File: src/rtl/visor_ocupacion_pkg.sv
// Shared types and 7-segment encodings for the occupancy display stage.
// Segment patterns are {g,f,e,d,c,b,a}, active-low.
package visor_ocupacion_pkg;

  typedef enum logic [1:0] {S_IDLE, S_LOAD, S_SHIFT, S_DONE} conv_state_t;

  localparam logic [6:0] SEG_0     = 7'h40;
  localparam logic [6:0] SEG_1     = 7'h79;
  localparam logic [6:0] SEG_2     = 7'h24;
  localparam logic [6:0] SEG_3     = 7'h30;
  localparam logic [6:0] SEG_4     = 7'h19;
  localparam logic [6:0] SEG_5     = 7'h12;
  localparam logic [6:0] SEG_6     = 7'h02;
  localparam logic [6:0] SEG_7     = 7'h78;
  localparam logic [6:0] SEG_8     = 7'h00;
  localparam logic [6:0] SEG_9     = 7'h10;
  localparam logic [6:0] SEG_BLANK = 7'h7F;

  function automatic logic [6:0] seg_decode(input logic [3:0] d);
    case (d)
      4'd0:    seg_decode = SEG_0;
      4'd1:    seg_decode = SEG_1;
      4'd2:    seg_decode = SEG_2;
      4'd3:    seg_decode = SEG_3;
      4'd4:    seg_decode = SEG_4;
      4'd5:    seg_decode = SEG_5;
      4'd6:    seg_decode = SEG_6;
      4'd7:    seg_decode = SEG_7;
      4'd8:    seg_decode = SEG_8;
      4'd9:    seg_decode = SEG_9;
      default: seg_decode = SEG_BLANK;
    endcase
  endfunction

endpackage

File: src/rtl/visor_ocupacion_bin2bcd_seq.sv
// Sequential double-dabble: one shift per cycle, bcd only changes with a
// complete result so the display never sees a partial conversion.
module bin2bcd_seq
  import visor_ocupacion_pkg::*;
#(
  parameter int BIN_W  = 3,
  parameter int DIGITS = 2
) (
  input  logic                  clk,
  input  logic                  rst_n,
  input  logic                  start,
  input  logic [BIN_W-1:0]      bin,
  output logic                  busy,
  output logic                  done,
  output logic [4*DIGITS-1:0]   bcd
);
  localparam int BW = 4*DIGITS;
  localparam int CW = $clog2(BIN_W+1);

  conv_state_t      state;
  logic [BIN_W-1:0] sh;
  logic [BW-1:0]    scratch, adj, nxt;
  logic [CW-1:0]    bit_cnt;

  always_comb begin
    adj = scratch;
    for (int k = 0; k < DIGITS; k++)
      if (scratch[4*k +: 4] >= 4'd5) adj[4*k +: 4] = scratch[4*k +: 4] + 4'd3;
    nxt = {adj[BW-2:0], sh[BIN_W-1]};
  end

  // The result is committed on the last shift edge, giving BIN_W+2 cycles
  // from a count change to an updated bcd.
  always_ff @(posedge clk or negedge rst_n) begin
    if (!rst_n) begin
      state   <= S_IDLE;
      sh      <= '0;
      scratch <= '0;
      bit_cnt <= '0;
      bcd     <= '0;
    end else begin
      case (state)
        S_IDLE: if (start) begin
          sh    <= bin;
          state <= S_LOAD;
        end
        S_LOAD: begin
          scratch <= '0;
          bit_cnt <= '0;
          state   <= S_SHIFT;
        end
        S_SHIFT: begin
          scratch <= nxt;
          sh      <= sh << 1;
          bit_cnt <= bit_cnt + 1'b1;
          if (bit_cnt == CW'(BIN_W-1)) begin
            bcd   <= nxt;
            state <= S_DONE;
          end
        end
        S_DONE:  state <= S_IDLE;
        default: state <= S_IDLE;
      endcase
    end
  end

  assign busy = (state != S_IDLE);
  assign done = (state == S_DONE);

endmodule

File: src/rtl/visor_ocupacion.sv
// Occupancy display: BCD conversion, multiplexed 7-segment scan, full-state
// blink, event dp flash and buzzer on entry attempts while full.
module visor_ocupacion
  import visor_ocupacion_pkg::*;
#(
  parameter int CLK_HZ     = 12_000_000,
  parameter int SCAN_HZ    = 1000,
  parameter int BLINK_HZ   = 2,
  parameter int COUNT_W    = 3,
  parameter int DIGITS     = 2,
  parameter int HOLD_TICKS = 200
) (
  input  logic               CLK,
  input  logic               RST,
  input  logic [COUNT_W-1:0] count_in,
  input  logic               full_in,
  input  logic               ev_in,
  input  logic               ev_out,
  output logic [6:0]         seg,
  output logic               dp,
  output logic [DIGITS-1:0]  an,
  output logic               buzzer
);
  localparam int SCAN_DIV  = CLK_HZ / SCAN_HZ;
  localparam int BLINK_DIV = CLK_HZ / (2*BLINK_HZ);
  localparam int SW  = $clog2(SCAN_DIV);
  localparam int BLW = (BLINK_DIV > 1) ? $clog2(BLINK_DIV) : 1;
  localparam int HW  = $clog2(HOLD_TICKS+1);
  localparam int DW  = (DIGITS > 1) ? $clog2(DIGITS) : 1;
  localparam int BW  = 4*DIGITS;

  logic [SW-1:0]      scan_cnt;
  logic               scan_tick;
  logic [BLW-1:0]     blink_cnt;
  logic               blink_phase;
  logic [DW-1:0]      digit_idx;
  logic [HW-1:0]      hold_cnt, buz_cnt;
  logic [COUNT_W-1:0] last_cnt;
  logic               conv_valid, start, busy, done;
  logic [BW-1:0]      bcd;
  logic [DIGITS-1:0]  upper_zero;
  logic [3:0]         nib;
  logic               blank;

  assign start = !conv_valid || (count_in != last_cnt);

  bin2bcd_seq #(.BIN_W(COUNT_W), .DIGITS(DIGITS)) u_conv (
    .clk   (CLK),
    .rst_n (RST),
    .start (start),
    .bin   (count_in),
    .busy  (busy),
    .done  (done),
    .bcd   (bcd)
  );

  always_ff @(posedge CLK or negedge RST) begin
    if (!RST) begin
      last_cnt   <= '0;
      conv_valid <= 1'b0;
    end else begin
      if (start && !busy) last_cnt <= count_in;
      if (done)           conv_valid <= 1'b1;
    end
  end

  assign scan_tick = (scan_cnt == SW'(SCAN_DIV-1));

  always_ff @(posedge CLK or negedge RST) begin
    if (!RST) begin
      scan_cnt  <= '0;
      digit_idx <= '0;
    end else begin
      scan_cnt <= scan_tick ? '0 : scan_cnt + 1'b1;
      if (scan_tick)
        digit_idx <= (digit_idx == DW'(DIGITS-1)) ? '0 : digit_idx + 1'b1;
    end
  end

  // Blink timebase only runs while full so the phase restarts cleanly.
  always_ff @(posedge CLK or negedge RST) begin
    if (!RST) begin
      blink_cnt   <= '0;
      blink_phase <= 1'b0;
    end else if (!full_in) begin
      blink_cnt   <= '0;
      blink_phase <= 1'b0;
    end else if (blink_cnt == BLW'(BLINK_DIV-1)) begin
      blink_cnt   <= '0;
      blink_phase <= ~blink_phase;
    end else begin
      blink_cnt <= blink_cnt + 1'b1;
    end
  end

  always_ff @(posedge CLK or negedge RST) begin
    if (!RST) begin
      hold_cnt <= '0;
      buz_cnt  <= '0;
    end else begin
      if (ev_in || ev_out)                 hold_cnt <= HW'(HOLD_TICKS);
      else if (scan_tick && hold_cnt != '0) hold_cnt <= hold_cnt - 1'b1;
      if (ev_in && full_in)                buz_cnt <= HW'(HOLD_TICKS);
      else if (scan_tick && buz_cnt != '0)  buz_cnt <= buz_cnt - 1'b1;
    end
  end

  for (genvar k = 0; k < DIGITS; k++) begin : g_lz
    assign upper_zero[k] = (bcd[BW-1:4*k] == '0);
  end

  assign nib   = bcd[{digit_idx, 2'b00} +: 4];
  assign blank = (digit_idx != '0) && upper_zero[digit_idx];

  always_ff @(posedge CLK or negedge RST) begin
    if (!RST) begin
      seg <= SEG_BLANK;
      dp  <= 1'b1;
      an  <= '1;
    end else begin
      an  <= ~(DIGITS'(1) << digit_idx);
      seg <= ((full_in && blink_phase) || blank) ? SEG_BLANK : seg_decode(nib);
      dp  <= !((digit_idx == '0) && (hold_cnt != '0));
    end
  end

  assign buzzer = (buz_cnt != '0);

endmodule

File: config.mk
export PLATFORM = sky130hd
export DESIGN_NAME = visor_ocupacion
export DESIGN_NICKNAME = d
export VERILOG_FILES = /design/src/rtl/visor_ocupacion_pkg.sv /design/src/rtl/visor_ocupacion_bin2bcd_seq.sv /design/src/rtl/visor_ocupacion.sv
export SDC_FILE = /design/constraint.sdc
export NUM_CORES = 1
export LEC_CHECK = 0
export CAP_MARGIN = 20
export CELL_PAD_IN_SITES_DETAIL_PLACEMENT = 2
export CELL_PAD_IN_SITES_GLOBAL_PLACEMENT = 2
export CORE_AREA = 4 4 111 113
export DETAILED_ROUTE_END_ITERATION = 8
export DIE_AREA = 0 0 115 117
export MAX_ROUTING_LAYER = met4
export PLACE_DENSITY = 0.81
export SYNTH_ARGS = -nofsm -noshare
export SYNTH_HDL_FRONTEND = slang
export SYNTH_SLANG_ARGS = --single-unit
File: constraint.sdc
create_clock -name CLK -period 3.9 [get_ports CLK]
set_input_delay 0.585 -clock CLK [delete_from_list [all_inputs] [get_ports CLK]]
set_output_delay 0.585 -clock CLK [all_outputs]
set_load 0.05 [all_outputs]
==> results.toml <==
[finish]
diodes = 0
drive_gt1_frac = 0.1111
multi_input_comb_area_mm2 = 0.002278
layout.nets = 518
fillers = 1186
stdcell_area_mm2 = 0.005361
seq_area_mm2 = 0.002290
syn2layout_area_growth_pct = 13.09

[yosys]
synth_cell_types = 58
synth_nets = 498
yosys.area.top_type_share = 0.4276
synth_edf_count = 0
ys_seq_area_frac = 0.4830
ys.flop_type = "dfrtp_1"
yosysMostFrequentCell = "dfrtp_1"
ys_warn_count = 0
avgSynthCellArea_um2 = 10.09
yosys-top-cells-count = "81 x dfrtp_1, 34 x nor2_1, 31 x inv_1"
syn-instance-count = 470
synth.area.top_cells = "dfrtp_1 43%, dfstp_2 5.5%, ha_1 5.3%"
yosysTopAreaCell = "dfrtp_1"
async_reset_ff_frac = 1.000
netlist_area_mm2 = 0.004741
ys_ff_latch = 91

[place]
portBuffers = 18
hpwlAfterDp_um = 8757
place.gp.congestion = 0.7997
dpl_cell_area_mm2 = 0.005071

[timing]
hold_viol = 0
finalSetupViolCount = 0
maxSlewHeadroom = 0.3684
rsz0062_at_grt = "false"
fin_crit_sh = 0.7963
finalMaxSlewViolations = 0
period_needed_ns = 3.105
tns_ns = 0
worstMarginPinSlew_ns = 0.9474
skew_ns = 0.005749
fmax_mhz = 322.0

[floorplanning]
std_cell_rows = 39
dieWidth_um = 115
start_util = 0.4188
fp.dieH_um = 117
ios = 19
dieArea_mm2 = 0.01346
core_mm2 = 0.01132

[grt]
grt_antenna_before_repair = 0
grt_start_max_net_pins = 74
overflow = 0
grt_pass1_vias = 4113
grt_pass1_wl_um = 20740
grt_util_all_layers = 0.1997

[worst_setup_path]
end_kind = "primary output"
cp_data_arrival_time_ns = 2.52
path_class = "flop to primary output"
r2r_setup_slack_ns = 1.33
path_max_fanout = 9
required_ns = 3.31
start_kind = "flop"

[clocking]
post_cts.repair.setup_buffers = 0
cts_tree = "done"
cts_htree_levels = 3
hold_buffers = 0
cts_inserted_buffers = 9
clk_latency_ns = 0.34
cts.clk_slew.worst_paths_ns = 0.06
cts_resized = 0
cts_root_buf = "clkbuf_16"
cts.sinks = 91
clockBufferDepth = 2

[run]
drv_cap = 0

[power_and_ir_drop]
comb_power_share = 0.285
sw_frac_of_total = 0.3312
leakage_uw = 0.002237
internal_power_uw = 1899
power.density_mw_per_mm2 = 529.7
p_seq_frac = 0.408
power_frac_clock = 0.306
switching_power_uw = 940.6
ir_worst_vdd_uv = 432.2

[drt]
dr_wl_met2_um = 6324
drt-initial-drc-count = 110
wl_um = 11920
drc_errors = 0
final_antenna_net_count = 0
wl_met3_um = 172
firstDrtPassIters = 4
via_count = 3656
wl_met1_um = 5264
routed.top_layer = "met4"
avgViaCountPerCell = 5.730
wl_per_cell_um = 18.68

[outcome]
status = "finished clean"

[worst_hold_path]
hold_class = "input pin to async pin"
cell type report:
class | count | share of cell area
clock buffer | 13 | 0.04667
clock inverter | 3 | 0.007468
inverter | 31 | 0.02170
multi-input combinational | 335 | 0.4250
sequential | 91 | 0.4271
tap | 143 | 0.03337
timing repair buffer | 22 | 0.03874
cells by family (layout without fill, tap and decap cells):
family / count (synthesis) / after routing / synth area share
buf+inv: 44 / 69 / 0.03642
mux: 15 / 15 / 0.03431
compound gates: 92 / 92 / 0.1196
simple gates: 180 / 180 / 0.2222
fa+ha+maj: 20 / 20 / 0.05278
flops: 91 / 91 / 0.4830
xor+xnor: 28 / 28 / 0.05173
worst max-delay path, cell delays in order (launching register included):
cell	delay, ns
dfrtp_1	0.40
inv_1	0.11
ha_1	0.18
nor3b_1	0.26
and2_1	0.36
inv_1	0.15
clkdlybuf4s50_1	0.72
sequential cells by signal, summed over array words and instances, names as in the netlist, 3 cells and up:
register / count
last_cnt: 3
seg: 7
scan_cnt: 14
blink_cnt: 22
buz_cnt: 8
u_conv.scratch: 8
u_conv.bcd: 8
hold_cnt: 8
u_conv.sh: 3
metal layers:
metal  up-vias  GRT usage
li1       1726          -
met1      1897     0.2411
met2        23     0.3495
met3        10    0.02468
met4         0    0.06338
met5         -          -
stage by stage:
step / hold slack, ns / util / setup WS [ns] / std cells / total power, µW
after floorplan: 0.2894 / - / 1.857 / 470 / 1746
after global placement: 0.4715 / 0.4479 / 1.280 / 622 / 1941
after detailed placement: 0.4947 / 0.4479 / 1.139 / 622 / 2000
after CTS: 0.4237 / 0.4736 / 0.7520 / 638 / 2884
after global routing: 0.4604 / 0.4736 / 0.6130 / 638 / 3016
final: 0.3784 / 0.4736 / 0.7945 / 638 / 2840
power by group through the flow:
stage,logic (µW),clock network [µW],registers (µW)
after floorplan,466,0,1280
final,810,870,1160
after global routing,904,934,1180
after detailed placement,823,0,1180
after global placement,773,0,1170
after CTS,829,894,1160
layout by cell type (no fill, tap or decap), drive strengths merged, types with 3 or more instances in the layout:
cell type / synthesis / routed
mux2i: 8 / 8
nor3: 11 / 11
nor4: 10 / 10
nand4: 15 / 15
nand2b: 4 / 4
clkdlybuf4s50: 0 / 17
or2: 6 / 6
and3: 6 / 6
or3: 13 / 13
a211oi: 4 / 4
nor2: 34 / 34
nor3b: 3 / 3
a21oi: 23 / 23
o21ai: 27 / 27
and4: 5 / 5
buf: 4 / 5
ha: 20 / 20
inv: 31 / 31
nand2: 29 / 29
and2: 6 / 6
or4: 8 / 8
xor2: 13 / 13
dfstp: 10 / 10
o22ai: 9 / 9
xnor2: 15 / 15
nand3: 19 / 19
a21boi: 4 / 4
mux2: 7 / 7
dfrtp: 81 / 81
o31ai: 9 / 9
clkbuf: 9 / 13
nand3b: 3 / 3
final timing paths:
kind,start,cells after the start,to
max in group asynchronous,RST,2,buz_cnt[2]
min in group CLK,conv_valid,1,conv_valid
setup / recovery,buz_cnt[0],6,buzzer
setup reg to reg,scan_cnt[0],5,buz_cnt[4]
hold reg to reg,conv_valid,1,conv_valid
hold / removal,RST,1,blink_cnt[12]
(Power assumes the default switching activity.)
==> RTL change 1, RTL diff (same flow settings) <==
Put one more register stage on the output `seg`, cleared by the reset. The value now appears one clock later. The other outputs are not delayed to match.
--- a/src/rtl/visor_ocupacion.sv
+++ b/src/rtl/visor_ocupacion.sv
@@ -29,4 +29,6 @@
   localparam int DW  = (DIGITS > 1) ? $clog2(DIGITS) : 1;
   localparam int BW  = 4*DIGITS;
+
+  logic [6:0] seg_s0;
 
   logic [SW-1:0]      scan_cnt;
@@ -115,10 +117,10 @@
   always_ff @(posedge CLK or negedge RST) begin
     if (!RST) begin
-      seg <= SEG_BLANK;
+      seg_s0 <= SEG_BLANK;
       dp  <= 1'b1;
       an  <= '1;
     end else begin
       an  <= ~(DIGITS'(1) << digit_idx);
-      seg <= ((full_in && blink_phase) || blank) ? SEG_BLANK : seg_decode(nib);
+      seg_s0 <= ((full_in && blink_phase) || blank) ? SEG_BLANK : seg_decode(nib);
       dp  <= !((digit_idx == '0) && (hold_cnt != '0));
     end
@@ -127,4 +129,12 @@
   assign buzzer = (buz_cnt != '0);
 
+  always_ff @(posedge CLK or negedge RST) begin
+    if (!RST) begin
+      seg <= '0;
+    end else begin
+      seg <= seg_s0;
+    end
+  end
+
 endmodule
 
Function: changed (a bounded check fails within 4 cycles, from zero or initial values and one cycle with RST low).
==> RTL change 1 against the unedited design <==
  * Worst hold slack got worse by 0.012 ns
  * Power grew 0.78%
  * Routed wire length rose by 1.9%
  * Worst setup slack got worse by 0.24 ns
  * Clock power shrank 2%
  * Clock skew rose by 0.00078 ns
  * Synthesized area up 2.7%
  * Sequential cell count up 7
  * Cell area is 2.5% higher
==> RTL change 1: results (changes against the unedited design) <==
- The flow ran to the end, and the final reports show no timing, DRC or antenna violations.
* Mapped Cells: 474 (+0.85%)
- The routability congestion estimate came to 0.803 (+0.35%).
- Critical register-to-register path startpoint: scan_cnt[0]$_DFF_PN0_
- Antenna violations before repair: 0 (unchanged)
* Via count of the first global-routing pass: 4147 (+0.83%)
* Detailed-router iteration count before antenna repair: 4 (unchanged)
- The aggregate global-route resource usage is 20.5% (+0.56 points).
- The count of H-tree levels built during CTS was 3 (unchanged).
- Detailed Place HPWL: 8410 um (-3.9%)
- Mean routed wirelength per cell: 19.0 um (+1.8%)
* Initial DRC Count: 166 (+51%)
* Top area cells in the synthesized netlist: sky130_fd_sc_hd__dfrtp_1 45%, sky130_fd_sc_hd__dfstp_2 5.4%, sky130_fd_sc_hd__ha_1 5.1%, sky130_fd_sc_hd__o21ai_0 3.8%, sky130_fd_sc_hd__xnor2_1 2.9%
* Fin Clk Skew: 0.00653 ns (+0.000784 ns)
* Most frequent cells after synthesis: 88 x sky130_fd_sc_hd__dfrtp_1, 37 x sky130_fd_sc_hd__o21ai_0, 32 x sky130_fd_sc_hd__nand2_1, 31 x sky130_fd_sc_hd__nor2_1
* Warnings, synthesis: 0 (unchanged)
- The count of final setup violators came to 0 (unchanged).
* Clock latency on the worst-skew pair: roughly 0.35 ns
- Antenna Cells: 0 (unchanged)
- Number of fillers in the final layout: 1183 (-0.25%)
- The async set-or-reset flop fraction in the synthesized netlist is 100% (unchanged).
* Number of pins exceeding their max-slew limit in the final report: 0 (unchanged)
* R2R setup slack: 1.46 ns (+0.13 ns)
* Wire length of the first global-routing pass: 21200 um (+2.3%)
- Pin count of the biggest net entering global routing: 74 (unchanged)
* Register area share after synthesis: 50.6% (+2.3 points)
- The placed instance count came to 621 (-0.16%).
* Worst-path fanout max: 9 (unchanged)
* Relative max-transition margin: 35.3% (-1.5 points)
- Via count: 3708 (+1.4%)
- The clock-pin slew on the worst setup and hold paths is 0.06 ns (about the same).
- Post-detailed-routing wire length: 12100 um (+1.9%)
* Arrival @ worst endpoint: 2.76 ns (+0.24 ns)
- Share of post-route cells with drive strength above 1: 9.68% (-1.4 points)
- The number of nets at the end of the flow came to 519 (+0.19%).
* Cts bufs inserted: 9 (unchanged)
- The number of setup buffers added after CTS was 0 (unchanged).
- The total leakage power is 2.29 nW (+2.4%).
- Hold crit path type: primary input to asynchronous set/reset pin
* Root Buffer: sky130_fd_sc_hd__clkbuf_16
- The quantity of gates resized following cts was 0 (unchanged).
- The distinct cell type count after synthesis was 54 (-6.9%).
- Top flop regs: blink_cnt: 22 flops, scan_cnt: 14 flops
* Worst IR Drop VDD: 0.000344 V (-21%)
- The number of nets in the synthesized netlist is 502 (+0.80%).
- The endpoint identified for the worst register-to-register timing path is hold_cnt[7]$_DFFE_PN0P_.
- The depth of the worst register-to-register path was 5 (unchanged).
- Total of buffers placed on input and output ports: 18 (unchanged)
* Maximum count of clock buffers along a single path: 2 (unchanged)
-- RTL change 1: metal layers --
layer	vias up	part of all wire [%]	routed length (um)	global-route usage (%)
met2	35	54	6540	35.9
met4	0	1.4	167	4.93
li1	1731	-	-	-
met3	17	2.3	278	5.14
met5	-	0	0	-
met1	1925	42	5160	23.8
-- RTL change 1: power by group --
part	leakage [nW]	switching, mW	internal, mW	total (mW)
Sequential	1.25	0.0733	1.17	1.25
Clock	0.143	0.370	0.483	0.853
Combinational	0.901	0.470	0.291	0.762
Total	2.29	0.913	1.95	2.86
-- RTL change 1: cells by family (layout without fill, tap and decap cells) --
family	after synthesis	after routing	synth area share (%)
and+or+nand+nor	175	175	20.3
DFF	98	98	50.6
AOI/OAI and AO/OA	93	93	11.6
buffers and inverters	41	63	3.21
xor gates and xnor gates	28	28	5.04
adders and majority gates	20	20	5.14
muxes	19	19	4.11
-- RTL change 1: worst max-delay path: stages, from the launching register on --
cell	delay, ns
sky130_fd_sc_hd__dfrtp_1	0.41
sky130_fd_sc_hd__inv_1	0.14
sky130_fd_sc_hd__ha_1	0.19
sky130_fd_sc_hd__or3b_2	0.50
sky130_fd_sc_hd__or2_0	0.39
sky130_fd_sc_hd__clkdlybuf4s50_1	0.78
-- RTL change 1: worst max path at each step --
stage                                      start  endpoint  slack [ns]  depth (start not counted)
final                     buz_cnt[0]$_DFFE_PN0P_    buzzer        0.56                          5
after global routing      buz_cnt[0]$_DFFE_PN0P_    buzzer        0.40                          5
after CTS                 buz_cnt[0]$_DFFE_PN0P_    buzzer        0.55                          5
after detailed placement  buz_cnt[0]$_DFFE_PN0P_    buzzer        0.94                          5
after global placement    buz_cnt[0]$_DFFE_PN0P_    buzzer        1.04                          5
after floorplan           buz_cnt[0]$_DFFE_PN0P_    buzzer        1.67                          5
-- RTL change 1: layout make-up --
cell class	instances	area, sq um	area share, %
timing repair buffer	23	219	3.99
clock inverter	2	10.0	0.182
tap	143	179	3.26
sequential	98	2460	44.9
clock buffer	14	274	4.99
multi-input combinational	335	2260	41.1
inverter	24	90.1	1.64
-- RTL change 1: metrics by stage --
| step | hold WS (ns) | area (sq um) | worst slack (ns) |
|---|---|---|---|
| after global placement | 0.380 | 5190 | 1.04 |
| after detailed placement | 0.382 | 5190 | 0.939 |
| after floorplan | 0.289 | 4870 | 1.67 |
| final | 0.366 | 5490 | 0.555 |
| after global routing | 0.393 | 5490 | 0.403 |
| after CTS | 0.392 | 5480 | 0.550 |
==> RTL change 2, RTL diff (same flow settings) <==
Without the edit above. Change the parameter `HOLD_TICKS` from 200 to 400.
--- a/src/rtl/visor_ocupacion.sv
+++ b/src/rtl/visor_ocupacion.sv
@@ -9,5 +9,5 @@
   parameter int COUNT_W    = 3,
   parameter int DIGITS     = 2,
-  parameter int HOLD_TICKS = 200
+  parameter int HOLD_TICKS = 400
 ) (
   input  logic               CLK,
Behaviour: same outputs for any inputs over 10 cycles, from zero or initial values and one cycle with RST low; that may be too few to reach the edited logic, so the function may still have changed.
==> RTL change 2 against the unedited design <==
  * Worst setup slack worse by 0.50 ns
  * Cell area about the same
  * Clock power up 7.5%
  * Routed wire length up 6.7%
  * Via count up 2.3%
  * Power up 4.9%
  * Sequential share of layout area up 0.91 points
  * Worst hold slack worse by 0.15 ns
  * Synthesized cell count up 1.7%
  * Count of clock-buffer cells in the layout down 4
  * Synthesized area down 0.21%
  * Sequential cell count up 2
  * Largest power group unchanged
==> RTL change 2: results (changes against the unedited design) <==
- The flow ran to the end, and the final reports show no timing, DRC or antenna violations.
* Mapped Cells: 478 (+1.7%)
- Detailed Place HPWL: 8500 um (-3.0%)
- The transition at the pin with the smallest max-transition slack came to 0.955 ns (+0.00797 ns).
* Post-detailed-routing wire length: 12700 um (+6.7%)
* Non-filler instance count after layout: 642 (+0.63%)
- Worst-path fanout max: 8 (-1)
* Synth Area in Compound Gates: 12.7% (+0.74 points)
* Arrival @ worst endpoint: 3.02 ns (+0.50 ns)
* Number of different library cells in the post-synthesis netlist: 53 (-8.6%)
- Largest incremental delay on the critical path: 0.74 ns (+0.02 ns)
- Number of cells after detailed placement: 626 (+0.64%)
* GRT Util Overall: 21.0% (+1.0 points)
* Via count of the first global-routing pass: 4201 (+2.1%)
* Fin Clk Skew: 0.00597 ns (+0.000218 ns)
- The routability congestion estimate came to 0.815 (+1.9%).
* Total leakage power: 2.22 nW (-0.91%)
- Worst R2R End: hold_cnt[5]$_DFFE_PN0P_
- The pin count of the biggest net entering global routing is 39 (-47%).
* Worst IR Drop VDD: 0.000334 V (-23%)
- The kind of cell with the highest combined delay along the critical path is simple AND/OR/NAND/NOR gates.
* Mux cell area share after synthesis: 3.57% (+0.14 points)
- The arithmetic-cell share of the synthesized area counting full adders, half adders and majority gates is 4.76% (-0.52 points).
- Share of post-route cells with drive strength above 1: 9.02% (-2.1 points)
- The met2 routing resource usage after global routing came to 37.2% (+2.2 points).
- Detail Route met2 WL: 6640 um (+5.0%)
* Most frequent cells after synthesis: 83 x sky130_fd_sc_hd__dfrtp_1, 39 x sky130_fd_sc_hd__nor2_1, 36 x sky130_fd_sc_hd__nand2_1, 32 x sky130_fd_sc_hd__o21ai_0, 31 x sky130_fd_sc_hd__inv_1
==> RTL change 2: cell count changes after synthesis, moves of 3 or more <==
| cell | before | now |
|---|---|---|
| sky130_fd_sc_hd__buf_2 | 0 | 3 |
| sky130_fd_sc_hd__clkbuf_1 | 9 | 12 |
| sky130_fd_sc_hd__nand2_1 | 29 | 36 |
| sky130_fd_sc_hd__nand4_1 | 13 | 10 |
| sky130_fd_sc_hd__nor2_1 | 34 | 39 |
| sky130_fd_sc_hd__nor4_1 | 8 | 4 |
| sky130_fd_sc_hd__o21ai_0 | 27 | 32 |
| sky130_fd_sc_hd__o41ai_1 | 0 | 3 |
| sky130_fd_sc_hd__or2_2 | 6 | 3 |
| sky130_fd_sc_hd__or3_1 | 12 | 9 |
| sky130_fd_sc_hd__or4_1 | 7 | 14 |
==> RTL change 2: stage by stage <==
| step | worst slack, ns | util, % | hold WS [ns] | power (mW) | cell area, sq um |
|---|---|---|---|---|---|
| 2_1_floorplan | 1.45 | - | 0.289 | 1.78 | 4730 |
| 3_3_place_gp | 0.730 | 44.6 | 0.454 | 1.99 | 5050 |
| 3_5_place_dp | 0.576 | 44.6 | 0.459 | 2.05 | 5050 |
| 4_1_cts | 0.112 | 47.4 | 0.239 | 3.02 | 5360 |
| 5_1_grt | 0.168 | 47.4 | 0.266 | 3.16 | 5360 |
| 6_report | 0.292 | 47.4 | 0.227 | 2.98 | 5360 |
==> RTL change 2: where the power goes <==
part | switching (mW) | leakage [nW] | internal (mW)
clock network | 0.377 | 0.151 | 0.558
logic | 0.544 | 0.879 | 0.301
registers | 0.0838 | 1.19 | 1.11
==> RTL change 2: cell type report <==
class	instances	area, sq um
clock buffers	9	225
multi-input cells	338	2210
fillers	1195	5960
flip-flops and latches	93	2340
inverters	31	116
repair buffers	21	200
clock inverters	7	90.1
well taps	143	179
